$ cat config.mk
export PLATFORM = sky130hd
export DESIGN_NAME = framebuffer_unpacker_flat
export DESIGN_NICKNAME = d
export VERILOG_FILES = /design/src/rtl/framebuffer_unpacker_pkg.sv /design/src/rtl/framebuffer_unpacker_if.sv /design/src/rtl/framebuffer_unpacker_fifo.sv /design/src/rtl/framebuffer_unpacker.sv /design/src/flat_wrapper.sv
export SDC_FILE = /design/constraint.sdc
export NUM_CORES = 1
export LEC_CHECK = 0
export ABC_CLOCK_PERIOD_IN_PS = 14400
export BUFFER_PORTS_ARGS = -buffer_cell sky130_fd_sc_hd__buf_2
export CORE_UTILIZATION = 50
export CTS_CLUSTER_DIAMETER = 200
export DETAILED_ROUTE_END_ITERATION = 16
export MAX_ROUTING_LAYER = met4
export PLACE_DENSITY = 0.66
export SYNTH_ARGS = -nofsm -noshare
export SYNTH_HDL_FRONTEND = slang
export SYNTH_SLANG_ARGS = --single-unit
export TNS_END_PERCENT = 10
$ cat constraint.sdc
create_clock -name aclk -period 14.4 [get_ports aclk]
set_input_delay 2.88 -clock aclk [delete_from_list [all_inputs] [get_ports aclk]]
set_output_delay 2.88 -clock aclk [all_outputs]
set_load 0.01 [all_outputs]
$ cat src/rtl/framebuffer_unpacker_pkg.sv
// Shared types and constants for the framebuffer unpacker: word/pixel geometry,
// the RGB565 pixel type, the lane index type and the unpacker state encoding.
package framebuffer_unpacker_pkg;

  localparam int FRAMEBUFFER_STREAM_WIDTH = 64;
  localparam int PIXEL_WIDTH              = 16;
  localparam int PIXELS_PER_WORD          = FRAMEBUFFER_STREAM_WIDTH / PIXEL_WIDTH;
  localparam int LANE_WIDTH               = $clog2(PIXELS_PER_WORD);

  typedef logic [PIXEL_WIDTH-1:0] rgb565_t;
  typedef logic [LANE_WIDTH-1:0] lane_t;
  typedef rgb565_t [PIXELS_PER_WORD-1:0] pixel_word_t;

  typedef enum logic {
    EMPTY,
    ACTIVE
  } unpack_state_e;

endpackage

$ cat src/rtl/framebuffer_unpacker_if.sv
// Stream bundle around the unpacker: 64-bit framebuffer input and pixel output.
// 'slave' is the unpacker's view, 'master' is the producer/consumer environment's view.
interface framebuffer_unpacker_if;
  import framebuffer_unpacker_pkg::*;

  logic                                s_framebuffer_axis_tvalid;
  logic                                s_framebuffer_axis_tready;
  logic                                s_framebuffer_axis_tlast;
  logic [FRAMEBUFFER_STREAM_WIDTH-1:0] s_framebuffer_axis_tdata;

  logic    m_pixel_axis_tvalid;
  logic    m_pixel_axis_tready;
  logic    m_pixel_axis_tlast;
  logic    m_pixel_axis_tuser;
  rgb565_t m_pixel_axis_tdata;

  modport slave (
    input  s_framebuffer_axis_tvalid, s_framebuffer_axis_tlast, s_framebuffer_axis_tdata,
    output s_framebuffer_axis_tready,
    input  m_pixel_axis_tready,
    output m_pixel_axis_tvalid, m_pixel_axis_tlast, m_pixel_axis_tuser, m_pixel_axis_tdata
  );

  modport master (
    output s_framebuffer_axis_tvalid, s_framebuffer_axis_tlast, s_framebuffer_axis_tdata,
    input  s_framebuffer_axis_tready,
    output m_pixel_axis_tready,
    input  m_pixel_axis_tvalid, m_pixel_axis_tlast, m_pixel_axis_tuser, m_pixel_axis_tdata
  );

endinterface

$ cat src/rtl/framebuffer_unpacker_fifo.sv
// Synchronous first-word-fall-through FIFO with registered full/empty flags.
// Pushes while full and pops while empty are ignored.
module framebuffer_unpacker_fifo #(
  parameter int WIDTH      = 64,
  parameter int DEPTH_LOG2 = 4
) (
  input  logic             clk_i,
  input  logic             rst_ni,
  input  logic             push_i,
  input  logic [WIDTH-1:0] wdata_i,
  input  logic             pop_i,
  output logic [WIDTH-1:0] rdata_o,
  output logic             full_o,
  output logic             empty_o
);

  localparam int DEPTH = 1 << DEPTH_LOG2;
  localparam logic [DEPTH_LOG2:0] COUNT_FULL = (DEPTH_LOG2 + 1)'(DEPTH);
  localparam logic [DEPTH_LOG2:0] COUNT_ONE  = (DEPTH_LOG2 + 1)'(1);
  localparam logic [DEPTH_LOG2-1:0] PTR_ONE  = DEPTH_LOG2'(1);

  logic [WIDTH-1:0]      mem_q [DEPTH];
  logic [DEPTH_LOG2-1:0] wrPtr_q, rdPtr_q;
  logic [DEPTH_LOG2:0]   count_q, count_d;
  logic                  full_q, empty_q;
  logic                  doPush, doPop;

  assign doPush = push_i && !full_q;
  assign doPop  = pop_i && !empty_q;

  always_comb begin
    count_d = count_q;
    if (doPush && !doPop) begin
      count_d = count_q + COUNT_ONE;
    end else if (doPop && !doPush) begin
      count_d = count_q - COUNT_ONE;
    end
  end

  // Flags are registered from the next count so ready never depends on this cycle's pop.
  always_ff @(posedge clk_i or negedge rst_ni) begin
    if (!rst_ni) begin
      wrPtr_q <= '0;
      rdPtr_q <= '0;
      count_q <= '0;
      full_q  <= 1'b0;
      empty_q <= 1'b1;
    end else begin
      if (doPush) wrPtr_q <= wrPtr_q + PTR_ONE;
      if (doPop)  rdPtr_q <= rdPtr_q + PTR_ONE;
      count_q <= count_d;
      full_q  <= (count_d == COUNT_FULL);
      empty_q <= (count_d == '0);
    end
  end

  always_ff @(posedge clk_i) begin
    if (doPush) mem_q[wrPtr_q] <= wdata_i;
  end

  assign rdata_o = mem_q[rdPtr_q];
  assign full_o  = full_q;
  assign empty_o = empty_q;

endmodule

$ cat src/rtl/framebuffer_unpacker.sv
// Splits buffered 64-bit framebuffer words into RGB565 pixels (lane 0 first) with
// frame/line markers. FRAMEBUFFER_UNPACKER_SYNC_CHECK_EN enables tlast framing checks and sync_error.
module framebuffer_unpacker
  import framebuffer_unpacker_pkg::*;
#(
  parameter int X_RESOLUTION    = 640,
  parameter int Y_RESOLUTION    = 480,
  parameter int FIFO_DEPTH_LOG2 = 4
) (
  input  logic aclk,
  input  logic resetn,
  framebuffer_unpacker_if.slave bus,
  output logic frame_done
`ifdef FRAMEBUFFER_UNPACKER_SYNC_CHECK_EN
  ,
  output logic sync_error
`endif
);

  localparam int XW = (X_RESOLUTION > 1) ? $clog2(X_RESOLUTION) : 1;
  localparam int YW = (Y_RESOLUTION > 1) ? $clog2(Y_RESOLUTION) : 1;
  localparam logic [XW-1:0] X_LAST = XW'(X_RESOLUTION - 1);
  localparam logic [YW-1:0] Y_LAST = YW'(Y_RESOLUTION - 1);
  localparam logic [XW-1:0] X_ONE  = XW'(1);
  localparam logic [YW-1:0] Y_ONE  = YW'(1);
  localparam lane_t LANE_LAST = lane_t'(PIXELS_PER_WORD - 1);
  localparam lane_t LANE_ONE  = lane_t'(1);
`ifdef FRAMEBUFFER_UNPACKER_SYNC_CHECK_EN
  localparam int FIFO_W = FRAMEBUFFER_STREAM_WIDTH + 1;
`else
  localparam int FIFO_W = FRAMEBUFFER_STREAM_WIDTH;
`endif

  unpack_state_e     state_q, state_d;
  lane_t             lane_q, lane_d;
  pixel_word_t       word_q;
  logic [XW-1:0]     x_q, x_d;
  logic [YW-1:0]     y_q, y_d;
  logic              frameDone_q, ready_q;
  logic [FIFO_W-1:0] fifoWdata, fifoRdata;
  logic              fifoFull, fifoEmpty, push, pop;
  logic              pixValid, pixXfer, laneEnd, atLastX, atFrameEnd, frameEnd;
`ifdef FRAMEBUFFER_UNPACKER_SYNC_CHECK_EN
  logic              wordLast_q, syncErr_q, syncSet;
`endif

`ifdef FRAMEBUFFER_UNPACKER_SYNC_CHECK_EN
  assign fifoWdata = {bus.s_framebuffer_axis_tlast, bus.s_framebuffer_axis_tdata};
`else
  logic unusedTlast;
  assign unusedTlast = bus.s_framebuffer_axis_tlast;
  assign fifoWdata   = bus.s_framebuffer_axis_tdata;
`endif

  assign push = bus.s_framebuffer_axis_tvalid && bus.s_framebuffer_axis_tready;
  assign bus.s_framebuffer_axis_tready = ready_q && !fifoFull;

  framebuffer_unpacker_fifo #(
    .WIDTH      (FIFO_W),
    .DEPTH_LOG2 (FIFO_DEPTH_LOG2)
  ) u_fifo (
    .clk_i   (aclk),
    .rst_ni  (resetn),
    .push_i  (push),
    .wdata_i (fifoWdata),
    .pop_i   (pop),
    .rdata_o (fifoRdata),
    .full_o  (fifoFull),
    .empty_o (fifoEmpty)
  );

  assign pixValid   = (state_q == ACTIVE);
  assign pixXfer    = pixValid && bus.m_pixel_axis_tready;
  assign laneEnd    = (lane_q == LANE_LAST);
  assign atLastX    = (x_q == X_LAST);
  assign atFrameEnd = atLastX && (y_q == Y_LAST);

  // Reload straight from the FIFO on the last lane so back-to-back words have no bubble.
  always_comb begin
    state_d = state_q;
    lane_d  = lane_q;
    pop     = 1'b0;
    unique case (state_q)
      EMPTY: begin
        if (!fifoEmpty) begin
          pop     = 1'b1;
          lane_d  = '0;
          state_d = ACTIVE;
        end
      end
      ACTIVE: begin
        if (pixXfer) begin
          if (!laneEnd) begin
            lane_d = lane_q + LANE_ONE;
          end else if (!fifoEmpty) begin
            pop    = 1'b1;
            lane_d = '0;
          end else begin
            state_d = EMPTY;
          end
        end
      end
      default: state_d = EMPTY;
    endcase
  end

  always_comb begin
    x_d      = x_q;
    y_d      = y_q;
    frameEnd = 1'b0;
`ifdef FRAMEBUFFER_UNPACKER_SYNC_CHECK_EN
    syncSet  = 1'b0;
`endif
    if (pixXfer) begin
      frameEnd = atFrameEnd;
      if (atLastX) begin
        x_d = '0;
        y_d = (y_q == Y_LAST) ? '0 : y_q + Y_ONE;
      end else begin
        x_d = x_q + X_ONE;
      end
`ifdef FRAMEBUFFER_UNPACKER_SYNC_CHECK_EN
      // Early tlast restarts the frame; a missing tlast only flags the error.
      if (laneEnd && wordLast_q && !atFrameEnd) begin
        syncSet = 1'b1;
        x_d     = '0;
        y_d     = '0;
      end
      if (atFrameEnd && !wordLast_q) begin
        syncSet = 1'b1;
      end
`endif
    end
  end

  always_ff @(posedge aclk or negedge resetn) begin
    if (!resetn) begin
      state_q     <= EMPTY;
      lane_q      <= '0;
      word_q      <= '0;
      x_q         <= '0;
      y_q         <= '0;
      frameDone_q <= 1'b0;
      ready_q     <= 1'b0;
    end else begin
      state_q     <= state_d;
      lane_q      <= lane_d;
      x_q         <= x_d;
      y_q         <= y_d;
      frameDone_q <= frameEnd;
      ready_q     <= 1'b1;
      if (pop) word_q <= pixel_word_t'(fifoRdata[FRAMEBUFFER_STREAM_WIDTH-1:0]);
    end
  end

`ifdef FRAMEBUFFER_UNPACKER_SYNC_CHECK_EN
  always_ff @(posedge aclk or negedge resetn) begin
    if (!resetn) begin
      wordLast_q <= 1'b0;
      syncErr_q  <= 1'b0;
    end else begin
      if (pop)     wordLast_q <= fifoRdata[FIFO_W-1];
      if (syncSet) syncErr_q  <= 1'b1;
    end
  end

  assign sync_error = syncErr_q;
`endif

  // Markers are gated by valid so every output reads zero while reset holds the datapath empty.
  assign bus.m_pixel_axis_tvalid = pixValid;
  assign bus.m_pixel_axis_tdata  = word_q[lane_q];
  assign bus.m_pixel_axis_tlast  = pixValid && atLastX;
  assign bus.m_pixel_axis_tuser  = pixValid && (x_q == '0) && (y_q == '0);
  assign frame_done              = frameDone_q;

endmodule

$ cat src/flat_wrapper.sv
// flat-port wrapper written by rule: the top's interface ports become plain ports
module framebuffer_unpacker_flat import framebuffer_unpacker_pkg::*;
#(
  parameter int X_RESOLUTION    = 640,
  parameter int Y_RESOLUTION    = 480,
  parameter int FIFO_DEPTH_LOG2 = 4
)
  (aclk, resetn, frame_done, bus_s_framebuffer_axis_tvalid, bus_s_framebuffer_axis_tlast, bus_s_framebuffer_axis_tdata, bus_s_framebuffer_axis_tready, bus_m_pixel_axis_tready, bus_m_pixel_axis_tvalid, bus_m_pixel_axis_tlast, bus_m_pixel_axis_tuser, bus_m_pixel_axis_tdata);
  framebuffer_unpacker_if bus_i ();
  input  logic aclk;
  input  logic resetn;
  output logic frame_done;
  input wire logic [$bits(bus_i.s_framebuffer_axis_tvalid)-1:0] bus_s_framebuffer_axis_tvalid;
  input wire logic [$bits(bus_i.s_framebuffer_axis_tlast)-1:0] bus_s_framebuffer_axis_tlast;
  input wire logic [$bits(bus_i.s_framebuffer_axis_tdata)-1:0] bus_s_framebuffer_axis_tdata;
  output wire logic [$bits(bus_i.s_framebuffer_axis_tready)-1:0] bus_s_framebuffer_axis_tready;
  input wire logic [$bits(bus_i.m_pixel_axis_tready)-1:0] bus_m_pixel_axis_tready;
  output wire logic [$bits(bus_i.m_pixel_axis_tvalid)-1:0] bus_m_pixel_axis_tvalid;
  output wire logic [$bits(bus_i.m_pixel_axis_tlast)-1:0] bus_m_pixel_axis_tlast;
  output wire logic [$bits(bus_i.m_pixel_axis_tuser)-1:0] bus_m_pixel_axis_tuser;
  output wire logic [$bits(bus_i.m_pixel_axis_tdata)-1:0] bus_m_pixel_axis_tdata;
  assign bus_i.s_framebuffer_axis_tvalid = bus_s_framebuffer_axis_tvalid;
  assign bus_i.s_framebuffer_axis_tlast = bus_s_framebuffer_axis_tlast;
  assign bus_i.s_framebuffer_axis_tdata = bus_s_framebuffer_axis_tdata;
  assign bus_s_framebuffer_axis_tready = bus_i.s_framebuffer_axis_tready;
  assign bus_i.m_pixel_axis_tready = bus_m_pixel_axis_tready;
  assign bus_m_pixel_axis_tvalid = bus_i.m_pixel_axis_tvalid;
  assign bus_m_pixel_axis_tlast = bus_i.m_pixel_axis_tlast;
  assign bus_m_pixel_axis_tuser = bus_i.m_pixel_axis_tuser;
  assign bus_m_pixel_axis_tdata = bus_i.m_pixel_axis_tdata;
  framebuffer_unpacker #(.X_RESOLUTION(X_RESOLUTION), .Y_RESOLUTION(Y_RESOLUTION), .FIFO_DEPTH_LOG2(FIFO_DEPTH_LOG2)) u_core (.aclk(aclk), .resetn(resetn), .bus(bus_i), .frame_done(frame_done));
endmodule
### Word level (Yosys, flattened, before mapping)

Memory sizes are Yosys's and may differ from the RTL's. A register that Yosys moved wholly into a read port is not among the register bits.
Cells that the tools add are included.

* flip-flop bits (word level): 39
* memories: 1
* RAM bits: 1024
* input port bits: 69
* bits in read-only memories: 0
* bits in latches: 0

Memory list
* u_core.u_fifo.mem_q: depth 16, bits a word 64, rd ports 1, clocked after Yosys merged registers in 1, write ports 1, line framebuffer_unpacker_fifo.sv:22 `logic [WIDTH-1:0] mem_q [DEPTH];`

* eq/ne operators: 5
* multiplexer cells: 20
* bitwise gates (word level): 1
* shift operators: 0
* multiply operators: 0
* reductions and logical operators: 20
* add/sub/neg operators: 7
* div/mod/pow operators: 0
* magnitude comparators: 1

Operators by type and width (number)
* binary-select mux 16 bit (select 2 bit): 1
* two-way mux 16 bit: 1
* logical AND 1 bit: 11
* adder 10 x 1 -> 10 bit, second input constant: 1
* == test 10 bit, second input constant: 1
* zero test 10 bit: 1
* two-way mux 10 bit: 1
* two-way mux 5 bit: 2
* adder 9 x 1 -> 9 bit, second input constant: 1
* == test 9 bit, second input constant: 1
* zero test 9 bit: 1
* two-way mux 9 bit: 1
* adder 4 x 1 -> 4 bit, second input constant: 2
* two-way mux 1 bit: 8
* two-way mux 2 bit: 3
* adder 5 x 1 -> 5 bit, second input constant: 1
* == test 5 bit, second input constant: 1
* zero test 1 bit: 5
* zero test 5 bit: 1
* subtractor 5 x 1 -> 5 bit, second input constant: 1
* case mux 1 bit (2 select lines): 2
* case mux 2 bit (2 select lines): 1
* less-than comparator 2 x 3 -> 1 bit, second input constant: 1
* adder 2 x 1 -> 2 bit, second input constant: 1
* other kinds (4): 4

### Depth between registers and ports, before layout

Gate-level depths: netlist (run 1).

* depth after elaboration: 9
* mapped depth: 9

### Modules after synthesis

Synthesis (run 1) repeated with hierarchy kept, for this count alone.

* cell total of the unflattened synthesis: 1948
* area total of the unflattened synthesis: 43152.6 µm²

Modules (own cells, without submodules)
* framebuffer_unpacker_fifo: area each 39106.3 µm², cells each 1657, instances 1, sequential area each 31126.1 µm²
* framebuffer_unpacker: area each 4046.4 µm², cells each 291, instances 1, sequential area each 2202.1 µm²

### Worst setup path after synthesis (run 1)

No wires, ideal clock.

* path type: in2reg
* start point: input bus_s_framebuffer_axis_tvalid
* end point: memory u_core.u_fifo.mem_q[3][0] (enable)
* data arrival time: 7.908 ns
* buffers on the path: 2
* library setup time: 0.565 ns
* setup slack: 5.928 ns
* stages on the path: 5
* cell sequence: and3b_1 clkbuf_1 buf_2 nand2_1 nor3_1

* word-level cells in the longest chain between the ends: 4

Ends and longest elaborated chain
* start, declared: line flat_wrapper.sv:13 `input wire logic [$bits(bus_i.s_framebuffer_axis_tvalid)-1:0] bus_s_framebuffer_axis_tvalid;`
* logical AND 1 bit: line framebuffer_unpacker.sv:55 `assign push = bus.s_framebuffer_axis_tvalid && bus.s_framebuffer_axis_tready;`
* logical AND 1 bit: line framebuffer_unpacker_fifo.sv:28 `assign doPush = push_i && !full_q;`
* two-way mux 1 bit: line framebuffer_unpacker_fifo.sv:58 `if (doPush) mem_q[wrPtr_q] <= wdata_i;`
* two-way mux 1 bit (implied by the code): line framebuffer_unpacker_fifo.sv:58
* end, declared: line framebuffer_unpacker_fifo.sv:22

Every way passes these cells.

### Worst setup path in the final report (run 1)

* start point: register u_core.lane_q[1]
* end point: output bus_m_pixel_axis_tdata[15]

* word-level cells in the longest chain between the ends: 2

Ends and longest elaborated chain
* start, declared: line framebuffer_unpacker.sv:35 `lane_t lane_q, lane_d;`
* start signal, assigned: line framebuffer_unpacker.sv:147 `lane_q <= lane_d;`
* binary-select mux 16 bit (select 2 bit): line framebuffer_unpacker.sv:172 `assign bus.m_pixel_axis_tdata = word_q[lane_q];`
* two-way mux 16 bit (implied by the code): line framebuffer_unpacker.sv:172
* end, declared: line flat_wrapper.sv:21 `output wire logic [$bits(bus_i.m_pixel_axis_tdata)-1:0] bus_m_pixel_axis_tdata;`

Every way passes these cells. The select of a mux whose other input is x is not followed.

==> results.yml, run 1 <==
setup_path:
  crit_chain: "mux4_2, buf_2"
  critPathLaunch: "u_core.lane_q[1]"
  cp.arrival_ns: 2.57
  crit_required_ns: 11.52
  worstSetupPathType: "reg2out"
  crit_family: "flip-flops"
  critical-path-slowest-cell: "dfrtp_1"
  cp_slowest_stage_delay_ns: 1.19
  worstReg2RegStart: "u_core.u_fifo.rdPtr_q[1]"
  cp-end-kind: "output port"
  path_buf_inv: 1
  start_kind: "flip-flop"
  cp_max_fo: 18
cts:
  cts_setup_buffers: 0
  h-tree-depth: 3
  clk_pin_slew_ns: 0.06
  cts_resized: 0
  clkSinkCount: 1127
  cts_made_buffers: 111
  clk_latency_ns: 0.68
  clock-root-buffer: "clkbuf_16"
  cts_hold_buf: 0
  cts_tree: "built"
  clockBufferDepth: 3
detailed_routing:
  wl_per_cell_um: 27.8
  drtPass1Iterations: 5
  wirelength_um: 94700
  drcViolationCount: 0
  postRouteAntennaNets: 0
  num_vias: 20500
  vias_per_cell: 6.02
  drt_iter0_drc: 1977
hold_path:
  hp-start: "u_core.word_q[59]"
  worstHoldPathType: "reg2reg"
global_route:
  antenna_found_initial: 9
  grt_pass1_vias: 21400
  grt_max_degree: 105
  track_usage_pct: 22.4
  grt_pass1_wl_um: 140000
  grt_overflow: 0
cells_and_area:
  stdcell_count: 3412
  fill_cells: 6340
  layout-drive-gt1-share_pct: 26.9
  area_delta_synth_final_pct: 12.0
  final_common_cell: "edfxtp_1"
  fin_nets: 2239
  layout_common_cells: "edfxtp_1 (1,024), mux4_2 (272), clkbuf_16 (112)"
sta:
  final-hold-violation-count: 0
  maxSlewHeadroom_pct: 14.7
  period_share_pct: 37.9
  skew_ns: 0.0269
  worst_pin_slew_ns: 1.28
  fmax_mhz: 183
  rsz0062_at_grt: "false"
  layout_min_cycle_time_ns: 5.45
  slew_violations: 0
  fin_setup_tns_ns: 0
  setup_viol: 0
yosys:
  synth_seq_cells: 1127
  synthFlopType: "edfxtp_1"
  yosys_warnings: 0
  synth.avg_cell_area_um2: 21.5
  async_reset_ff_share_pct: 9.14
  synth.distinct_cells: 55
  synthesis.instances: 2034
  syn-cell-area_mm2: 0.0437
  syn_nets: 2115
  ys_seq_area_share_pct: 76.3
  synth-edff-count: 1024
pwr:
  p_leak_nw: 15.5
  powerDensity_mw_per_mm2: 184
  ir_drop_mv: 0.125
place:
  port-buffer-count: 88
  dp.final_hpwl_um: 48600
  gp_congestion: 0.751
  placed_cells: 3200
floorplan:
  die_h_um: 297
  num_rows: 108
  start_util_pct: 50.4
  num_io_pins: 90
  die_x_um: 297
  core_mm2: 0.0866
  dieArea_mm2: 0.0885
job:
  timing.max_cap.violations: 0
run_status:
  outcome: "finished, final reports clean"
## registers in the layout, indices dropped and copies added (netlist names), 2 cells and up
register	flops
u_core.u_fifo.rdPtr_q	4
u_core.x_q	10
u_core.y_q	9
u_core.word_q	64
u_core.u_fifo.wrPtr_q	4
u_core.lane_q	2
u_core.u_fifo.count_q	5
u_core.u_fifo.mem_q	1024
## kinds of logic (layout without fill, tap and decap cells)
logic type	count (synthesis)	after routing	share of synthesized area [%]
flip-flops	1127	1127	76.3
multiplexers	373	373	16.5
AND/OR/NAND/NOR	193	193	2.22
AO/OA/AOI/OAI	181	181	2.60
buffers and inverters	124	342	1.58
XOR/XNOR	23	23	0.461
adder cells (fa/ha/maj)	12	12	0.344
other	1	6	0.00859
## final cells by class
type,instances,area [µm²],share of cell area [%]
Antenna cell,5,12.5,0.0256
Clock buffer,154,3020,6.18
Clock inverter,53,554,1.13
Inverter,12,45.0,0.0921
Multi-Input combinational cell,783,9750,20.0
Sequential cell,1127,33300,68.2
Tap cell,1155,1450,2.96
Timing Repair Buffer,123,718,1.47
## worst paths after layout
check / endpoint / slack (ns) / cells after the start
max in group asynchronous: u_core.u_fifo.rdPtr_q[0] / 10.68 / 2
worst min-delay path: u_core.word_q[59] / 0.49 / 1
worst min register to register: u_core.word_q[59] / 0.49 / 1
min in group asynchronous: u_core.word_q[7] / 2.27 / 1
worst max-delay path: bus_m_pixel_axis_tdata[15] / 8.95 / 2
worst max register to register: u_core.word_q[20] / 10.07 / 7
## worst register-to-register path: stages, from the launching register on
cell	delay, ns
dfrtp_4	1.08
buf_12	0.69
buf_4	0.81
mux4_2	0.65
mux2i_1	0.21
o21ai_1	0.09
a21oi_1	0.52
nor2_1	0.12
## cell usage after synthesis, drive strengths merged, types with 2 or more instances
master	number	area, µm²
a32o	2	20.0
nand4	8	50.1
inv	12	45.0
a21oi	37	185
edfxtp	1024	30700
clkbuf	38	143
xor2	6	52.6
or2	2	12.5
mux2i	64	641
o221ai	28	245
o31ai	2	15.0
o21ai	76	380
dfrtp	102	2550
buf	74	502
a31oi	2	12.5
nor3	7	46.3
nand3	6	30.0
nor2b	29	181
ha	12	150
nor4b	4	56.3
nand2	30	113
nor2	85	322
o21a	28	210
or3	2	12.5
mux4	272	6130
nor4	7	43.8
nand2b	4	25.0
xnor2	17	149
mux2	37	417
## report_power, final
part,switching [mW],internal (mW)
clock,1.19,1.64
combinational,1.06,0.998
sequential,0.263,3.84
total,2.51,6.48
## stage by stage
step / cell area [µm²] / utilization [%] / total power, mW / hold WS, ns / setup WS (ns)
global route: 48900 / 56.4 / 9.34 / 0.504 / 8.88
global placement: 45300 / 52.3 / 6.21 / 0.466 / 8.42
detailed placement: 45300 / 52.3 / 6.26 / 0.476 / 8.28
floorplan: 43700 / - / 5.66 / 0.445 / 5.93
CTS: 48900 / 56.4 / 9.08 / 0.493 / 8.91
finish: 48900 / 56.4 / 8.99 / 0.490 / 8.95
## per-layer routing
metal	vias to the layer above	track usage, %	wire [µm]
li1	8684	-	-
met1	11100	30.5	40600
met2	600	35.1	46600
met3	144	3.56	5230
met4	0	6.57	2360
met5	-	-	0
No activity file was read; power rests on OpenSTA's default activity.
==> run 2: changes to the inputs <==
--- a/config.mk
+++ b/config.mk
@@ -5,13 +5,13 @@
 export SDC_FILE = /design/constraint.sdc
 export NUM_CORES = 1
 export LEC_CHECK = 0
-export ABC_CLOCK_PERIOD_IN_PS = 14400
+export ABC_CLOCK_PERIOD_IN_PS = 4420
 export BUFFER_PORTS_ARGS = -buffer_cell sky130_fd_sc_hd__buf_2
 export CORE_UTILIZATION = 50
 export CTS_CLUSTER_DIAMETER = 200
 export DETAILED_ROUTE_END_ITERATION = 16
 export MAX_ROUTING_LAYER = met4
-export PLACE_DENSITY = 0.66
+export PLACE_DENSITY = 0.68
 export SYNTH_ARGS = -nofsm -noshare
 export SYNTH_HDL_FRONTEND = slang
 export SYNTH_SLANG_ARGS = --single-unit
==> constraint.sdc (replaced) <==
create_clock -name aclk -period 4.42 [get_ports aclk]
set_input_delay 0.884 -clock aclk [delete_from_list [all_inputs] [get_ports aclk]]
set_output_delay 0.884 -clock aclk [all_outputs]
set_load 0.01 [all_outputs]
==> run 2 against run 1 <==
Critical path depth is 3 higher; clock skew is 0.0027 ns lower; utilization is 0.54 points higher; non-clock buffer count is 26 higher; worst setup slack worse by 7.8 ns; clock-buffer cell count is 4 lower; global-route usage hardly changed; die area stayed put; sequential power grew to 3.2 times the previous value; flip-flop and latch count stayed put; sequential share of layout area is 0.65 points lower.
==> results.yml, run 2 (same netlist as run 1, synthesis figures left out) <==
run_status:
  outcome: "finished, final reports clean"
sta:
  worst_pin_slew_ns: 0.859
  slew_violations: 0
  rsz0062_at_grt: "false"
  skew_ns: 0.0241
  setup_viol: 0
  layout_min_cycle_time_ns: 3.27
  maxSlewHeadroom_pct: 42.8
  fmax_mhz: 306
  period_share_pct: 74.0
  final-hold-violation-count: 0
  fin_ws_ns: 1.15
cells_and_area:
  regArea_mm2: 0.0333
  fill_cells: 6278
  layout-drive-gt1-share_pct: 28.1
  layout_common_cells: "edfxtp_1 (1,024), mux4_2 (272), clkbuf_16 (110)"
  postLayoutCoreUtil_pct: 57.0
  regMostFlops: "u_core.u_fifo.mem_q"
  largest_reg_flops: 1024
  fin_nets: 2264
  multiInputGateArea_mm2: 0.00978
  largestRegisters: "u_core.u_fifo.mem_q (1024), u_core.word_q (64), u_core.x_q (10)"
  final_common_cell: "edfxtp_1"
  area_delta_synth_final_pct: 13.1
cts:
  cts_tree: "built"
  clockBufferDepth: 3
  clk_latency_ns: 0.68
  clk_pin_slew_ns: 0.06
  cts_setup_buffers: 0
  clkSinkCount: 1127
  h-tree-depth: 3
  cts_hold_buf: 0
  clock-root-buffer: "clkbuf_16"
  cts_resized: 0
  cts_made_buffers: 110
pwr:
  ir_drop_mv: 0.394
  p_leak_nw: 15.7
  powerDensity_mw_per_mm2: 595
floorplan:
  num_io_pins: 90
  start_util_pct: 50.4
  die_h_um: 297
  num_rows: 108
  dieArea_mm2: 0.0885
  core_mm2: 0.0866
  die_x_um: 297
setup_path:
  crit_chain: "inv_1, ha_1, or4b_2, nor4_1, buf_2"
  worstSetupPathType: "reg2out"
  cp.arrival_ns: 2.39
  crit_family: "simple AND/OR/NAND/NOR gates"
  start_kind: "flip-flop"
  path_buf_inv: 2
  critical-path-slowest-cell: "or4b_2"
  cp_slowest_stage_delay_ns: 0.58
  crit_required_ns: 3.54
  cp_max_fo: 3
  cp-end-kind: "output port"
hold_path:
  worstHoldPathType: "in2async"
place:
  pre_cts_ws_ns: 1.04
  gp_congestion: 0.754
  dp.final_hpwl_um: 51400
  port-buffer-count: 88
global_route:
  antenna_found_initial: 10
  track_usage_pct: 22.4
  grt_use_met2_pct: 35.1
  grt_pass1_wl_um: 141000
  busiest_layer: "met2"
  use_met1_pct: 30.8
  grt_pass1_vias: 21300
  grt_overflow: 0
  grt_util_met3_pct: 3.94
  grt_max_degree: 65
job:
  timing.max_cap.violations: 0
detailed_routing:
  drt_iter0_drc: 1792
  vias_per_cell: 5.99
  wl_per_cell_um: 27.5
  num_vias: 20600
  wirelength_um: 94800
  postRouteAntennaNets: 0
  drtPass1Iterations: 5
  drcViolationCount: 0
-- run 2: power by group --
| group | internal, mW | switching [mW] | total, mW |
|---|---|---|---|
| clock network | 5.22 | 3.86 | 9.08 |
| logic | 3.42 | 3.53 | 6.95 |
| registers | 12.5 | 0.850 | 13.3 |
-- run 2: layer usage --
layer / part of all wire (%) / up-vias
met2: 49 / 665
met4: 2.1 / 0
met5: 0 / -
li1: - / 8735
met3: 6.5 / 128
met1: 42 / 11100
-- run 2: path summary, 6_finish.rpt --
| path | start | endpoint | slack, ns | cells past startpoint |
|---|---|---|---|---|
| max | u_core.x_q[0] | bus_m_pixel_axis_tuser | 1.15 | 5 |
| min | resetn | u_core.word_q[37] | 0.32 | 1 |
| max reg2reg | u_core.u_fifo.full_o | u_core.u_fifo.mem_q[4][2] | 1.58 | 4 |
| min reg2reg | u_core.word_q[15] | u_core.word_q[15] | 0.48 | 2 |
| max in group asynchronous | resetn | u_core.u_fifo.empty_o | 3.26 | 2 |
| min in group aclk | u_core.word_q[15] | u_core.word_q[15] | 0.48 | 2 |
-- run 2: per-stage QoR --
stage	setup TNS [ns]	cells	total power, mW	area, µm²	hold slack (ns)
after floorplan	-232.13	2034	18.4	43700	0.445
after global routing	0	3443	30.6	49400	0.337
final	0	3446	29.4	49400	0.317
after detailed placement	0	3226	20.6	45800	0.466
after CTS	0	3435	29.7	49300	0.291
after global placement	0	3226	20.5	45800	0.468
-- run 2: layout make-up --
cell class	count	area share, %
antenna	11	0.0558
sequential	1127	67.5
inverter	12	0.0912
multi-input combinational	783	19.8
tap	1155	2.93
timing repair buffer	149	2.41
clock inverter	59	1.18
clock buffer	150	5.98
